<file path="src/rtl/led_pkg.sv">
// Shared mode codes for the LED pattern generator and the helper that orders them.
package led_pkg;

  localparam int MODE_W = 2;

  typedef enum logic [MODE_W-1:0] {
    MODE_BLINK   = 2'd0,
    MODE_CHASE   = 2'd1,
    MODE_BINARY  = 2'd2,
    MODE_BREATHE = 2'd3
  } mode_e;

  function automatic mode_e next_mode(input mode_e m);
    case (m)
      MODE_BLINK:   return MODE_CHASE;
      MODE_CHASE:   return MODE_BINARY;
      MODE_BINARY:  return MODE_BREATHE;
      default:      return MODE_BLINK;
    endcase
  endfunction

endpackage

</file>
<file path="src/rtl/button_debounce.sv">
// Two-flop synchroniser plus counter debounce for the mode button; emits a
// one-cycle press pulse on each debounced 0->1 transition (release is silent).
module button_debounce #(
  parameter int DEB_W = 16
) (
  input  logic clk_i,
  input  logic rst_ni,
  input  logic btn_i,
  output logic press_o
);

  localparam logic [DEB_W-1:0] DEB_ONE = DEB_W'(1);

  logic             sync1_q;
  logic             sync2_q;
  logic             stable_q;
  logic             press_q;
  logic [DEB_W-1:0] deb_cnt_q;

  always_ff @(posedge clk_i or negedge rst_ni) begin
    if (!rst_ni) begin
      sync1_q   <= 1'b0;
      sync2_q   <= 1'b0;
      stable_q  <= 1'b0;
      press_q   <= 1'b0;
      deb_cnt_q <= '0;
    end else begin
      sync1_q <= btn_i;
      sync2_q <= sync1_q;
      press_q <= 1'b0;
      // Any return to agreement restarts the qualification window.
      if (sync2_q == stable_q) begin
        deb_cnt_q <= '0;
      end else if (&deb_cnt_q) begin
        stable_q  <= sync2_q;
        deb_cnt_q <= '0;
        press_q   <= sync2_q;
      end else begin
        deb_cnt_q <= deb_cnt_q + DEB_ONE;
      end
    end
  end

  assign press_o = press_q;

endmodule

</file>
<file path="src/rtl/led_pattern_gen.sv">
// Four-mode LED pattern generator: blink, chase, binary count and breathe,
// advanced by a debounced button. LED and MODE are registered outputs.
module led_pattern_gen
  import led_pkg::*;
#(
  parameter int NUM_CH = 4,
  parameter int CNT_W  = 24,
  parameter int PWM_W  = 8,
  parameter int DEB_W  = 16
) (
  input  logic              CLK,
  input  logic              RST_N,
  input  logic              BTN,
  output logic [NUM_CH-1:0] LED,
  output logic [MODE_W-1:0] MODE
);

  localparam int                STEP_W   = CNT_W - PWM_W - 1;
  localparam logic [CNT_W-1:0]  CNT_ONE  = CNT_W'(1);
  localparam logic [NUM_CH-1:0] POS_INIT = NUM_CH'(1);
  localparam logic [PWM_W-1:0]  DUTY_ONE = PWM_W'(1);
  localparam logic [PWM_W-1:0]  DUTY_MAX = {PWM_W{1'b1}};

  logic [CNT_W-1:0]  cnt_q;
  mode_e             mode_q;
  logic [NUM_CH-1:0] pos_q;
  logic [PWM_W-1:0]  duty_q;
  logic              dir_up_q;
  logic [NUM_CH-1:0] led_d;
  logic [NUM_CH-1:0] led_q;
  logic [MODE_W-1:0] mode_out_q;

  logic              press;
  logic              tick;
  logic              step;

  button_debounce #(.DEB_W(DEB_W)) u_debounce (
    .clk_i   (CLK),
    .rst_ni  (RST_N),
    .btn_i   (BTN),
    .press_o (press)
  );

  assign tick = &cnt_q;
  assign step = &cnt_q[STEP_W-1:0];

  always_comb begin
    led_d = '0;
    case (mode_q)
      MODE_BLINK:   led_d = {NUM_CH{cnt_q[CNT_W-1]}};
      MODE_CHASE:   led_d = pos_q;
      MODE_BINARY:  led_d = cnt_q[CNT_W-1 -: NUM_CH];
      MODE_BREATHE: led_d = {NUM_CH{cnt_q[PWM_W-1:0] < duty_q}};
      default:      led_d = '0;
    endcase
  end

  always_ff @(posedge CLK or negedge RST_N) begin
    if (!RST_N) begin
      cnt_q      <= '0;
      mode_q     <= MODE_BLINK;
      pos_q      <= POS_INIT;
      duty_q     <= '0;
      dir_up_q   <= 1'b1;
      led_q      <= '0;
      mode_out_q <= '0;
    end else begin
      cnt_q      <= cnt_q + CNT_ONE;
      led_q      <= led_d;
      mode_out_q <= mode_q;
      // A press re-seeds the chase and breathe state, beating any same-cycle tick/step.
      if (press) begin
        mode_q   <= next_mode(mode_q);
        pos_q    <= POS_INIT;
        duty_q   <= '0;
        dir_up_q <= 1'b1;
      end else begin
        if (mode_q == MODE_CHASE && tick) begin
          pos_q <= (pos_q << 1) | (pos_q >> (NUM_CH - 1));
        end
        if (mode_q == MODE_BREATHE && step) begin
          if (dir_up_q) begin
            if (duty_q == DUTY_MAX) begin
              dir_up_q <= 1'b0;
              duty_q   <= DUTY_MAX - DUTY_ONE;
            end else begin
              duty_q <= duty_q + DUTY_ONE;
            end
          end else begin
            if (duty_q == '0) begin
              dir_up_q <= 1'b1;
              duty_q   <= DUTY_ONE;
            end else begin
              duty_q <= duty_q - DUTY_ONE;
            end
          end
        end
      end
    end
  end

  assign LED  = led_q;
  assign MODE = mode_out_q;

endmodule
</file>
<file path="config.mk">
export PLATFORM = sky130hd
export DESIGN_NAME = led_pattern_gen
export DESIGN_NICKNAME = d
export VERILOG_FILES = /design/src/rtl/led_pkg.sv /design/src/rtl/button_debounce.sv /design/src/rtl/led_pattern_gen.sv
export SDC_FILE = /design/constraint.sdc
export NUM_CORES = 1
export LEC_CHECK = 0
export ABC_AREA = 1
export BUFFER_PORTS_ARGS = -buffer_cell sky130_fd_sc_hd__buf_2
export CAP_MARGIN = 20
export CORE_MARGIN = 2
export CORE_UTILIZATION = 50
export CTS_BUF_LIST = sky130_fd_sc_hd__clkbuf_8
export DETAILED_ROUTE_END_ITERATION = 8
export PLACE_DENSITY = 0.69
export RECOVER_POWER = 100
export SYNTH_ARGS = -nofsm -noshare
export SYNTH_HDL_FRONTEND = slang
export SYNTH_HIERARCHICAL = 1
export SYNTH_SLANG_ARGS = --single-unit
</file>
<file path="constraint.sdc">
create_clock -name CLK -period 1.66 [get_ports CLK]
set_clock_uncertainty 0.1 [all_clocks]
set_input_delay 0.415 -clock CLK [delete_from_list [all_inputs] [get_ports CLK]]
set_output_delay 0.415 -clock CLK [all_outputs]
set_load 0.02 [all_outputs]
</file>
* After elaboration in Yosys (flattened, before gate mapping)
Index checks and enable logic that the tools add are counted.
Operators by class: $add $sub $neg 4, $lt $le $gt $ge 1, equal/unequal tests 5, muxes and demuxes 18, bitwise operators 2, reduce and logical (&&, ||, !) cells 10
Operators with widths (number):
- two-way mux 8 bit | 5
- two-way mux 16 bit | 2
- adder 24 x 1 -> 24 bit (second input constant) | 1
- AND reduction 24 bit | 1
- AND reduction 17 bit | 1
- adder 16 x 1 -> 16 bit (second input constant) | 1
- case mux 4 bit (4 select lines) | 1
- AND reduction 16 bit | 1
- AND reduction 15 bit | 1
- adder 8 x 1 -> 8 bit (second input constant) | 1
- equality test 8 bit (second input constant) | 1
- zero test 8 bit | 1
- < comparator 8 bit | 1
- two-way mux 4 bit | 2
- subtractor 8 x 1 -> 8 bit (second input constant) | 1
- two-way mux 1 bit | 7
- case mux 2 bit (3 select lines) | 1
- equality test 2 bit (second input constant) | 2
- OR 4 x 1 -> 4 bit | 1
- nonzero test 2 bit | 2
- equality test 2 x 1 -> 1 bit (second input constant) | 1
- logical AND 1 bit | 2
- zero test 2 bit | 1
- equality test 1 bit | 1
- NOT 1 bit | 1
Word-level totals: register bits 65, input port bits 3, output and inout bits 6, logic and storage cells 52

* Depth between registers and ports, before layout
Gate-level depths: netlist of run 1.
word-level depth 5, gate-level depth with buffers 12, depth with buffers taken out 11

* Hierarchy
The synthesis of run 1 kept the hierarchy.
By module, submodules not included:
- led_pattern_gen | instances 1, cells each 349, area an instance 2761.4 um^2, sequential area each 1128.6 um^2
- button_debounce | instances 1, cells each 123, area an instance 1017.2 um^2, sequential area each 500.5 um^2

* Worst setup path before layout of run 1
Ideal clock, no wire load.
path kind reg-to-reg, start register cnt_q[1], end register pos_q[1], setup time 0.117 ns, data arrival time 1.305 ns, required time 1.443 ns, path slack 0.138 ns, cell stages (with the launch flop) 9, buffers on the path 0, period minus slack after synthesis 1.522 ns, cell sequence dfrtp_1 > ha_1 > nand2_1 > nor2_4 > nand2_4 > nor3_4 > nand2_2 > nand2_1 > o21ai_2
Between the ends: cells in the longest elaborated chain, start to end 3
RTL lines:
- start, declared | RTL line led_pattern_gen.sv:24 | logic [CNT_W-1:0] cnt_q;
- start signal, assigned | RTL line led_pattern_gen.sv:68 | cnt_q <= cnt_q + CNT_ONE;
- AND reduction 24 bit | RTL line led_pattern_gen.sv:44 | assign tick = &cnt_q;
- logical AND 1 bit | RTL line led_pattern_gen.sv:78 | if (mode_q == MODE_CHASE && tick) begin
- nonzero test 2 bit (no line)
- end signal, assigned | RTL line led_pattern_gen.sv:79 | pos_q <= (pos_q << 1) | (pos_q >> (NUM_CH - 1));
- end, declared | RTL line led_pattern_gen.sv:26 | logic [NUM_CH-1:0] pos_q;
Every way passes these cells. A chain may end at the register's enable or synchronous reset.

* Worst setup path after layout of run 1
start register cnt_q[1], end register duty_q[3]
Between the ends: cells in the longest elaborated chain, start to end 3
RTL lines:
- AND reduction 15 bit | RTL line led_pattern_gen.sv:45 | assign step = &cnt_q[STEP_W-1:0];
- logical AND 1 bit | RTL line led_pattern_gen.sv:81 | if (mode_q == MODE_BREATHE && step) begin
- nonzero test 2 bit (no line)
- end signal, assigned | RTL line led_pattern_gen.sv:85 | duty_q <= DUTY_MAX - DUTY_ONE;
- end signal, assigned | RTL line led_pattern_gen.sv:87 | duty_q <= duty_q + DUTY_ONE;
- end signal, assigned | RTL line led_pattern_gen.sv:94 | duty_q <= duty_q - DUTY_ONE;
- end, declared | RTL line led_pattern_gen.sv:27 | logic [PWM_W-1:0] duty_q;
Every way passes these cells.

==> results.json, run 1 <==
{
  "share_of_synthesized_cell_area_in_full_adder_half_adder_and_majority_cells_pct": 5.63,
  "timing.hold.worst_endpoint": "u_debounce/sync1_q",
  "finalWirelength_mm": 7.79,
  "synth_top_family_by_area": "simple AND/OR/NAND/NOR gates",
  "floorplan.rows": 31,
  "clock_latency_on_the_worst_skew_pair_ns": 0.35,
  "p_leak_nw": 2.16,
  "wl_per_cell_um": 12.5,
  "synth_simple_gate_area_share_pct": 34.1,
  "portion_of_the_post_synthesis_area_used_by_sequential_elements_pct": 43.1,
  "flow.area_growth_from_synthesis_pct": 17.6,
  "drt-initial-drc-count": 206,
  "setup.worst_path.start_class": "flop",
  "muxShareOfSynthArea_pct": 0,
  "synth-compound-area-share_pct": 4.07,
  "synth_largest_area_cell": "sky130_fd_sc_hd__dfrtp_1",
  "path_cells": "ha_2 > nand2_2 > nor2_4 > nand2_4 > nor2_8 > nand3_4 > nor2_4 > nand3_1 > nand2_1",
  "total_vias_in_the_final_route": 3093,
  "proportion_of_layout_cells_with_a_drive_suffix_above_1_pct": 21.2,
  "synth-xor-area-share_pct": 6.92,
  "post_layout_net_count": 539,
  "vdd.ir_drop.worst_uv": 416,
  "holdCritPathClass": "input pin to flop",
  "post_synth_inst_count": 472,
  "clock_tree.buffer_depth": 2,
  "r2r.worst_path.cells": 9,
  "grt_antenna_before_repair": 0,
  "syn_avg_cell_area_um2": 8.01,
  "r2r_start": "cnt_q[1]",
  "globalRouteOverflowTotal": 0,
  "timing.critical_path.slowest_cell_delay_ns": 0.36,
  "critical_path_peak_fanout": 5,
  "final-hold-violation-count": 0,
  "placed_cells_incl_taps": 596,
  "layout.cells.non_filler": 623,
  "cts_sinks": 65,
  "first_pass_iters": 4,
  "synthDistinctLibCells": 36,
  "min_path_cells": 1,
  "slew-limit-headroom_pct": 45.8,
  "yosys_register_bits": 65,
  "max_freq_mhz": 609,
  "rsz0062_at_grt": "yes",
  "async_flop_share_pct": 100,
  "vias_per_cell": 4.96,
  "routabilityCongestion": 0.910,
  "drv.max_cap_violation_count": 0,
  "worst-r2r-setup-slack_ns": 0.02,
  "die_boundary_width_um": 90.9,
  "reg_clk_slew_reported_paths_ns": 0.07,
  "maxSlewViolCount": 0,
  "number_of_nets_produced_by_synthesis": 492,
  "initial_core_util_pct": 51.8,
  "port_buffers": 8,
  "required_arrival_time_at_the_worst_endpoint_ns": 1.84,
  "ios": 9,
  "worst_path_max_delay_cell": "sky130_fd_sc_hd__dfrtp_1",
  "path_class": "flop to flop",
  "core_region_area_mm2": 0.00729,
  "place_worst_setup_slack_ns": -0.0170,
  "cts_tree": "done",
  "maximum_number_of_pins_on_one_net_before_global_route_repair": 66,
  "power.density_cell_area_mw_per_mm2": 674,
  "synthTopCellsByArea": "sky130_fd_sc_hd__dfrtp_1, sky130_fd_sc_hd__nand2_1, sky130_fd_sc_hd__ha_1",
  "post-route-period-util_pct": 98.9,
  "setup_viol": 0,
  "end_kind": "flop",
  "run_status": "complete, no violations",
  "final.setup.worst_slack_ns": 0.0176,
  "worstHoldStart": "BTN",
  "h_tree_lvls": 3,
  "cts_made_buffers": 9,
  "chipHeight_um": 90.9,
  "critPathMostFrequentCell": "sky130_fd_sc_hd__nor2_4",
  "min_period_ns": 1.64,
  "floorplan.die_area_mm2": 0.00827,
  "grt_first_pass_wirelength_mm": 13.1,
  "tightestPinTransition_ns": 0.813,
  "synth_enable_flop_cells": 0,
  "ys.warnings.count": 6,
  "grt_usage_pct": 19.8,
  "worst-endpoint-arrival_ns": 1.82,
  "synthFlopType": "sky130_fd_sc_hd__dfrtp_1",
  "postRouteAntennaNets": 0,
  "cts_root_buffer": "sky130_fd_sc_hd__clkbuf_8",
  "n_antenna_cell": 0,
  "grt_pass1_vias": 2943,
  "place_hpwl_mm": 5.51,
  "drt_drc_violations_left": 0,
  "synth.cell_area_mm2": 0.00378,
  "yosys.area.top_type_share_pct": 41.7,
  "worstReg2RegEnd": "duty_q[3]"
}
metal layers:
metal  up-vias  global-route usage (%)  part of all wire [%]
li1       1587                       -                     -
met1      1423                    26.4                    47
met2        63                    32.0                    46
met3        20                    2.74                   3.8
met4         0                    9.60                   2.5
met5         -                       0                     0
worst max path at each step:
stage / startpoint / depth (start not counted) / slack, ns / to
6_report: cnt_q[1] / 9 / 0.02 / duty_q[3]
2_1_floorplan: cnt_q[1] / 8 / 0.14 / pos_q[1]
3_3_place_gp: duty_q[1] / 8 / 0.06 / duty_q[0]
5_1_grt: cnt_q[1] / 9 / -0.07 / duty_q[2]
4_1_cts: cnt_q[1] / 8 / -0.02 / pos_q[1]
3_5_place_dp: cnt_q[0] / 8 / -0.02 / pos_q[3]
layout by cell type, fill, tap and decap left out, types with 2 or more instances in the layout:
cell / netlist / routed
sky130_fd_sc_hd__xor2_1: 18 / 18
sky130_fd_sc_hd__inv_2: 3 / 4
sky130_fd_sc_hd__nor3_2: 2 / 3
sky130_fd_sc_hd__a21oi_1: 7 / 7
sky130_fd_sc_hd__buf_4: 0 / 28
sky130_fd_sc_hd__nand2_4: 2 / 4
sky130_fd_sc_hd__buf_2: 1 / 8
sky130_fd_sc_hd__clkbuf_8: 0 / 10
sky130_fd_sc_hd__xnor2_1: 10 / 10
sky130_fd_sc_hd__nor2_4: 6 / 8
sky130_fd_sc_hd__nand3_1: 37 / 35
sky130_fd_sc_hd__nand2_2: 10 / 17
sky130_fd_sc_hd__o21ai_1: 3 / 4
sky130_fd_sc_hd__o21bai_1: 2 / 2
sky130_fd_sc_hd__dfrtp_2: 0 / 3
sky130_fd_sc_hd__dfrtp_1: 63 / 60
sky130_fd_sc_hd__nor2_2: 4 / 6
sky130_fd_sc_hd__ha_1: 17 / 15
sky130_fd_sc_hd__o21ai_0: 12 / 11
sky130_fd_sc_hd__nor2_1: 55 / 51
sky130_fd_sc_hd__nor3_1: 6 / 5
sky130_fd_sc_hd__o22ai_1: 2 / 2
sky130_fd_sc_hd__dfstp_2: 2 / 2
sky130_fd_sc_hd__nand2_1: 131 / 122
sky130_fd_sc_hd__inv_1: 54 / 54
sky130_fd_sc_hd__clkinv_4: 0 / 2
sky130_fd_sc_hd__nand4_1: 11 / 11
sky130_fd_sc_hd__nand3_2: 2 / 4
power breakdown:
group	switching, mW	total (mW)	leakage, nW	internal (mW)
clock network	0.611	1.34	0.109	0.726
logic	0.0440	0.0586	1.18	0.0145
registers	0.00813	1.60	0.874	1.59
synth_stat cells (2+ instances only):
| cell | number |
|---|---|
| sky130_fd_sc_hd__nand2_1 | 131 |
| sky130_fd_sc_hd__o21ai_0 | 12 |
| sky130_fd_sc_hd__inv_2 | 3 |
| sky130_fd_sc_hd__nand4_1 | 11 |
| sky130_fd_sc_hd__nor3_1 | 6 |
| sky130_fd_sc_hd__o21bai_1 | 2 |
| sky130_fd_sc_hd__xnor2_1 | 10 |
| sky130_fd_sc_hd__nor2_1 | 55 |
| sky130_fd_sc_hd__o22ai_1 | 2 |
| sky130_fd_sc_hd__nand3_2 | 2 |
| sky130_fd_sc_hd__a21oi_1 | 7 |
| sky130_fd_sc_hd__nand3_1 | 37 |
| sky130_fd_sc_hd__xor2_1 | 18 |
| sky130_fd_sc_hd__inv_1 | 54 |
| sky130_fd_sc_hd__nor2_2 | 4 |
| sky130_fd_sc_hd__nand2_2 | 10 |
| sky130_fd_sc_hd__nor2_4 | 6 |
| sky130_fd_sc_hd__dfstp_2 | 2 |
| sky130_fd_sc_hd__nand2_4 | 2 |
| sky130_fd_sc_hd__nor3_2 | 2 |
| sky130_fd_sc_hd__dfrtp_1 | 63 |
| sky130_fd_sc_hd__ha_1 | 17 |
| sky130_fd_sc_hd__o21ai_1 | 3 |
repair_timing:
item / in CTS / in global routing
gates resized for setup: 4 / 27
hold buffers: 1 / 0
endpoints found under the hold margin: 46 / 0
setup buffers: 4 / 6
endpoints found under the setup margin: 8 / 21
pin swaps: 5 / 17
cell families (layout without fill, tap and decap cells):
| kind of cell | count (synthesis) | count (layout) |
|---|---|---|
| simple gates | 273 | 273 |
| flops | 65 | 65 |
| buf+inv | 60 | 112 |
| xor+xnor | 29 | 29 |
| compound gates | 28 | 28 |
| fa+ha+maj | 17 | 17 |
area by class of cell:
| class | count | area, um2 |
|---|---|---|
| multi-input combinational | 347 | 2000 |
| tap | 99 | 124 |
| sequential | 65 | 1630 |
| inverter | 58 | 223 |
| clock buffer | 10 | 138 |
| fill | 648 | 2850 |
| clock inverter | 6 | 60.1 |
| timing repair buffer | 38 | 268 |
critical path: cells and delay by family, from the launching register on:
kind,cells,cell delay (ns)
simple gates,8,0.91
flops,1,0.36
fa+ha+maj,1,0.20
metrics by stage:
| step | cell area [um2] | power [mW] | hold WS, ns | util (%) | setup TNS [ns] |
|---|---|---|---|---|---|
| final | 4440 | 3.00 | 0.0738 | 60.9 | 0 |
| after CTS | 4330 | 3.04 | 0.0644 | 59.4 | -0.0175 |
| after floorplan | 3780 | 1.65 | 0.0194 | - | 0 |
| after global routing | 4440 | 3.10 | 0.0673 | 60.9 | -0.927 |
| after detailed placement | 4080 | 1.69 | 0.238 | 56.0 | -0.0283 |
| after global placement | 4080 | 1.69 | 0.234 | 56.0 | 0 |
sequential cells by signal, summed over array words and instances (netlist names):
name and count:
u_debounce/sync2_q 1, dir_up_q 1, u_debounce/press_o 1, u_debounce/sync1_q 1, u_debounce/deb_cnt_q 16, MODE 2, duty_q 8, mode_q 2
pos_q 4, u_debounce/stable_q 1, cnt_q 24, LED 4
(Power assumes the default switching activity.)
==> run 2, diff against run 1 <==
- CORE_MARGIN: 2 -> default
==> results.json, run 2 (synthesized netlist as in run 1, its figures left out) <==
{
  "cts_made_buffers": 9,
  "finalWirelength_mm": 7.69,
  "proportion_of_layout_cells_with_a_drive_suffix_above_1_pct": 19.2,
  "power.density_cell_area_mw_per_mm2": 774,
  "maxSlewViolCount": 0,
  "post-route-period-util_pct": 98.8,
  "critPathTopFamily": "simple AND/OR/NAND/NOR gates",
  "biggestRegsByFlops": "cnt_q (24), u_debounce/deb_cnt_q (16), duty_q (8)",
  "drt_drc_violations_left": 0,
  "wl_per_cell_um": 12.4,
  "final_cell_mix": "sky130_fd_sc_hd__nand2_1, sky130_fd_sc_hd__dfrtp_1, sky130_fd_sc_hd__inv_1",
  "clock_latency_on_the_worst_skew_pair_ns": 0.33,
  "drt-initial-drc-count": 131,
  "critical_path_peak_fanout": 4,
  "postRouteAntennaNets": 0,
  "slew-limit-headroom_pct": 74.2,
  "fin_area_mm2": 0.00448,
  "h_tree_lvls": 3,
  "vdd.ir_drop.worst_uv": 498,
  "max_freq_mhz": 610,
  "end_kind": "flop",
  "r2r_start": "cnt_q[0]",
  "commonest_non_fill_non_tap_cell_in_the_layout": "sky130_fd_sc_hd__nand2_1",
  "grt_first_pass_wirelength_mm": 13.5,
  "tightestPinTransition_ns": 0.386,
  "total_vias_in_the_final_route": 3061,
  "run_status": "complete, no violations",
  "floorplan.rows": 31,
  "path_cells": "ha_2 > nand2_2 > nor2_4 > nand2_4 > nor2_8 > buf_4 > nand4_1 > xor2_1",
  "largest_register_by_flop_count": "cnt_q",
  "grt_antenna_before_repair": 0,
  "worst_path_max_delay_cell": "sky130_fd_sc_hd__dfrtp_1",
  "fin_total_pwr_mw": 3.46,
  "p_leak_nw": 2.17,
  "flow.area_growth_from_synthesis_pct": 18.5,
  "routabilityCongestion": 0.892,
  "dpl_cell_area_mm2": 0.00409,
  "floorplan.die_area_mm2": 0.00791,
  "initial_core_util_pct": 51.8,
  "worstHoldStart": "BTN",
  "core_region_area_mm2": 0.00729,
  "die_boundary_width_um": 88.9,
  "cts_tree": "done",
  "drv.max_cap_violation_count": 0,
  "final-hold-violation-count": 0,
  "required_arrival_time_at_the_worst_endpoint_ns": 1.78,
  "max_reg_flops": 24,
  "rsz0062_at_grt": "yes",
  "grt_usage_pct": 22.6,
  "wp_buf_inv": 1,
  "n_antenna_cell": 0,
  "globalRouteOverflowTotal": 0,
  "maximum_number_of_pins_on_one_net_before_global_route_repair": 28,
  "cts_sinks": 65,
  "crit_start": "cnt_q[0]",
  "vias_per_cell": 4.93,
  "holdCritPathClass": "input pin to flop",
  "clock_tree.buffer_depth": 2,
  "setup_viol": 0,
  "first_pass_iters": 4,
  "reg_clk_slew_reported_paths_ns": 0.08,
  "ios": 9,
  "timing.critical_path.slowest_cell_delay_ns": 0.36,
  "path_class": "flop to flop",
  "setup.worst_path.start_class": "flop",
  "worst-endpoint-arrival_ns": 1.76,
  "grt_pass1_vias": 2966,
  "min_period_ns": 1.64,
  "cts_root_buffer": "sky130_fd_sc_hd__clkbuf_8",
  "chipHeight_um": 88.9,
  "port_buffers": 8,
  "place_hpwl_mm": 5.68,
  "post_layout_net_count": 537
}
## run 2: changes by cell type in the layout (fill, tap and decap cells not counted), sizes merged
cell | previous run | this run
clkbuf | 11 | 10
clkinvlp | 0 | 1
buf | 36 | 35
inv | 59 | 58
bufinv | 1 | 4
clkinv | 4 | 1
## run 2: final timing paths
kind                            slack [ns]            endpoint  cells after the start
worst max register to register        0.02           cnt_q[22]                      8
max in group asynchronous             0.48            dir_up_q                      3
worst max-delay path                  0.02           cnt_q[22]                      8
worst min register to register        0.26  u_debounce/sync2_q                      0
min in group asynchronous             0.42              LED[0]                      2
worst min-delay path                  0.09  u_debounce/sync1_q                      1
## run 2: routing by layer
metal	global-route usage (%)	part of all wire [%]	vias to the layer above
met5	0	0	-
met4	5.63	0.60	0
met3	5.08	3.7	4
met2	37.7	48	59
met1	30.1	48	1409
li1	-	-	1589
## run 2: layout make-up
type	count	area, um2
inverter	58	220
clock inverter	6	131
timing repair buffer	36	278
sequential	65	1630
multi-input combinational	347	1960
fill	643	2820
tap	99	124
clock buffer	10	138
## run 2: power by group
part	internal, mW	total, mW	switching [mW]	leakage, nW
Clock	1.19	1.80	0.611	0.134
Combinational	0.0222	0.0679	0.0457	1.16
Sequential	1.59	1.60	0.00830	0.878
## run 2: worst register-to-register path: stages, from the launching register on
cell,delay [ns]
sky130_fd_sc_hd__dfrtp_1,0.36
sky130_fd_sc_hd__ha_2,0.20
sky130_fd_sc_hd__nand2_2,0.06
sky130_fd_sc_hd__nor2_4,0.17
sky130_fd_sc_hd__nand2_4,0.11
sky130_fd_sc_hd__nor2_8,0.15
sky130_fd_sc_hd__buf_4,0.13
sky130_fd_sc_hd__nand4_1,0.10
sky130_fd_sc_hd__xor2_1,0.16
## run 2: metrics by stage
stage               hold slack, ns  util [%]  setup slack [ns]  cells  setup TNS [ns]
finish                      0.0864      61.4            0.0206    621               0
global route                0.0636      61.4           -0.0607    621          -0.626
CTS                         0.0791      60.2          0.000987    615               0
detailed placement           0.245      56.1           -0.0101    596         -0.0164
global placement             0.234      56.1            0.0299    596               0
floorplan                   0.0194         -             0.138    472               0
## run 2: timing repair
item | CTS | global route
pin swaps | 1 | 9
setup endpoints to repair | 2 | 21
hold buffers | 1 | 0
resized for setup | 0 | 14
setup buffers | 2 | 6
endpoints found under the hold margin | 12 | 0
==> run 3, diff against run 2 <==
- CORE_MARGIN: default -> 5
- REMOVE_ABC_BUFFERS: default -> 1
==> results.json, run 3 (synthesized netlist as in run 1, its figures left out) <==
{
  "final-hold-violation-count": 0,
  "setup.worst_path.start_class": "flop",
  "reg_clk_slew_reported_paths_ns": 0.08,
  "final.setup.worst_slack_ns": 0.0566,
  "place_worst_setup_slack_ns": -0.00652,
  "grt_usage_pct": 17.6,
  "floorplan.die_area_mm2": 0.00940,
  "end_kind": "flop",
  "slew-limit-headroom_pct": 70.8,
  "clock_tree.buffer_depth": 2,
  "final_cell_mix": "sky130_fd_sc_hd__nand2_1, sky130_fd_sc_hd__dfrtp_1, sky130_fd_sc_hd__inv_1",
  "post-route-period-util_pct": 96.6,
  "path_class": "flop to flop",
  "vdd.ir_drop.worst_uv": 464,
  "vias_per_cell": 4.95,
  "power.density_cell_area_mw_per_mm2": 739,
  "metal3_wl_um": 326,
  "grt_pass1_vias": 3048,
  "max_freq_mhz": 624,
  "min_period_ns": 1.60,
  "drt-initial-drc-count": 110,
  "routabilityCongestion": 0.897,
  "biggestRegsByFlops": "cnt_q (24), u_debounce/deb_cnt_q (16), duty_q (8)",
  "setup_viol": 0,
  "globalRouteOverflowTotal": 0,
  "postRouteAntennaNets": 0,
  "met1Wirelength_mm": 3.42,
  "proportion_of_layout_cells_with_a_drive_suffix_above_1_pct": 21.8,
  "fin_worst_hold_slack_ns": 0.0845,
  "met2WireLength_mm": 3.85,
  "die_boundary_width_um": 96.9,
  "cts_made_buffers": 9,
  "tightestPinTransition_ns": 0.438,
  "core_region_area_mm2": 0.00729,
  "r2r_start": "duty_q[1]",
  "max_reg_flops": 24,
  "top_layer": "met4",
  "crit_start": "duty_q[1]",
  "holdCritPathClass": "input pin to flop",
  "flow.area_growth_from_synthesis_pct": 19.6,
  "clock_latency_on_the_worst_skew_pair_ns": 0.34,
  "grt_first_pass_wirelength_mm": 13.8,
  "maxSlewViolCount": 0,
  "post_layout_net_count": 539,
  "run_status": "complete, no violations",
  "first_pass_iters": 4,
  "p_leak_nw": 2.17,
  "critical_path_peak_fanout": 4,
  "drt_drc_violations_left": 0,
  "ios": 9,
  "worstHoldStart": "BTN",
  "n_antenna_cell": 0,
  "cts_tree": "done",
  "chipHeight_um": 96.9,
  "floorplan.rows": 31,
  "cts_root_buffer": "sky130_fd_sc_hd__clkbuf_8",
  "maximum_number_of_pins_on_one_net_before_global_route_repair": 39,
  "worst-endpoint-arrival_ns": 1.73,
  "required_arrival_time_at_the_worst_endpoint_ns": 1.79,
  "largest_register_by_flop_count": "cnt_q",
  "cts_sinks": 65,
  "initial_core_util_pct": 51.8,
  "wl_per_cell_um": 12.5,
  "finalWirelength_mm": 7.77,
  "rsz0062_at_grt": "yes",
  "grt_antenna_before_repair": 0,
  "h_tree_lvls": 3,
  "commonest_non_fill_non_tap_cell_in_the_layout": "sky130_fd_sc_hd__nand2_1",
  "total_vias_in_the_final_route": 3086,
  "port_buffers": 8,
  "drv.max_cap_violation_count": 0,
  "place_hpwl_mm": 5.90
}
## run 3: final timing paths
path	slack (ns)	cells past startpoint	to
setup / recovery	0.06	8	duty_q[0]
hold / removal	0.08	1	u_debounce/sync1_q
setup reg to reg	0.06	8	duty_q[0]
hold reg to reg	0.25	0	u_debounce/sync2_q
max in group asynchronous	0.45	3	cnt_q[2]
min in group asynchronous	0.45	2	duty_q[3]
## run 3: critical path, cell delays in order (launching register included)
cell and delay, ns:
sky130_fd_sc_hd__dfrtp_1 0.41, sky130_fd_sc_hd__ha_2 0.23, sky130_fd_sc_hd__nand3_1 0.11, sky130_fd_sc_hd__nor2_2 0.16, sky130_fd_sc_hd__nand2_1 0.11, sky130_fd_sc_hd__o21ai_0 0.16
sky130_fd_sc_hd__nand2_1 0.07, sky130_fd_sc_hd__nand2_1 0.05, sky130_fd_sc_hd__o21ai_0 0.08
## run 3: stage by stage
stage                     std cells  area, um2  utilization (%)  power, mW  TNS, ns
final                           623       4520             62.0       3.34        0
after global routing            623       4520             62.0       3.47   -0.155
after CTS                       617       4380             60.1       3.38        0
after detailed placement        595       4070             55.9       1.70  -0.0120
after global placement          595       4070             55.9       1.69        0
after floorplan                 470       3760                -       1.65        0
## run 3: routing by layer
layer	track usage [%]	vias up
li1	-	1583
met1	22.0	1424
met2	29.6	60
met3	3.45	19
met4	7.24	0
met5	0	-
## run 3: power breakdown
group	switching [mW]	internal [mW]
registers	0.00808	1.59
clock network	0.633	1.04
logic	0.0454	0.0194
total	0.686	2.65
## run 3: what timing repair did
action                                  4_1_cts  5_1_grt
hold buffers                                  1        0
pin swaps                                     5        7
endpoints found under the setup margin        4       23
cloned                                        0        0
setup buffers                                 5        6
resized for setup                             3       25
hold endpoints to repair                     13        0
## run 3: cell type report
class	instances	area, um2
Clock buffer	10	138
Inverter	58	220
Fill cell	667	2770
Sequential cell	65	1630
Multi-Input combinational cell	347	2010
Timing Repair Buffer	38	284
Clock inverter	6	115
Tap cell	99	124
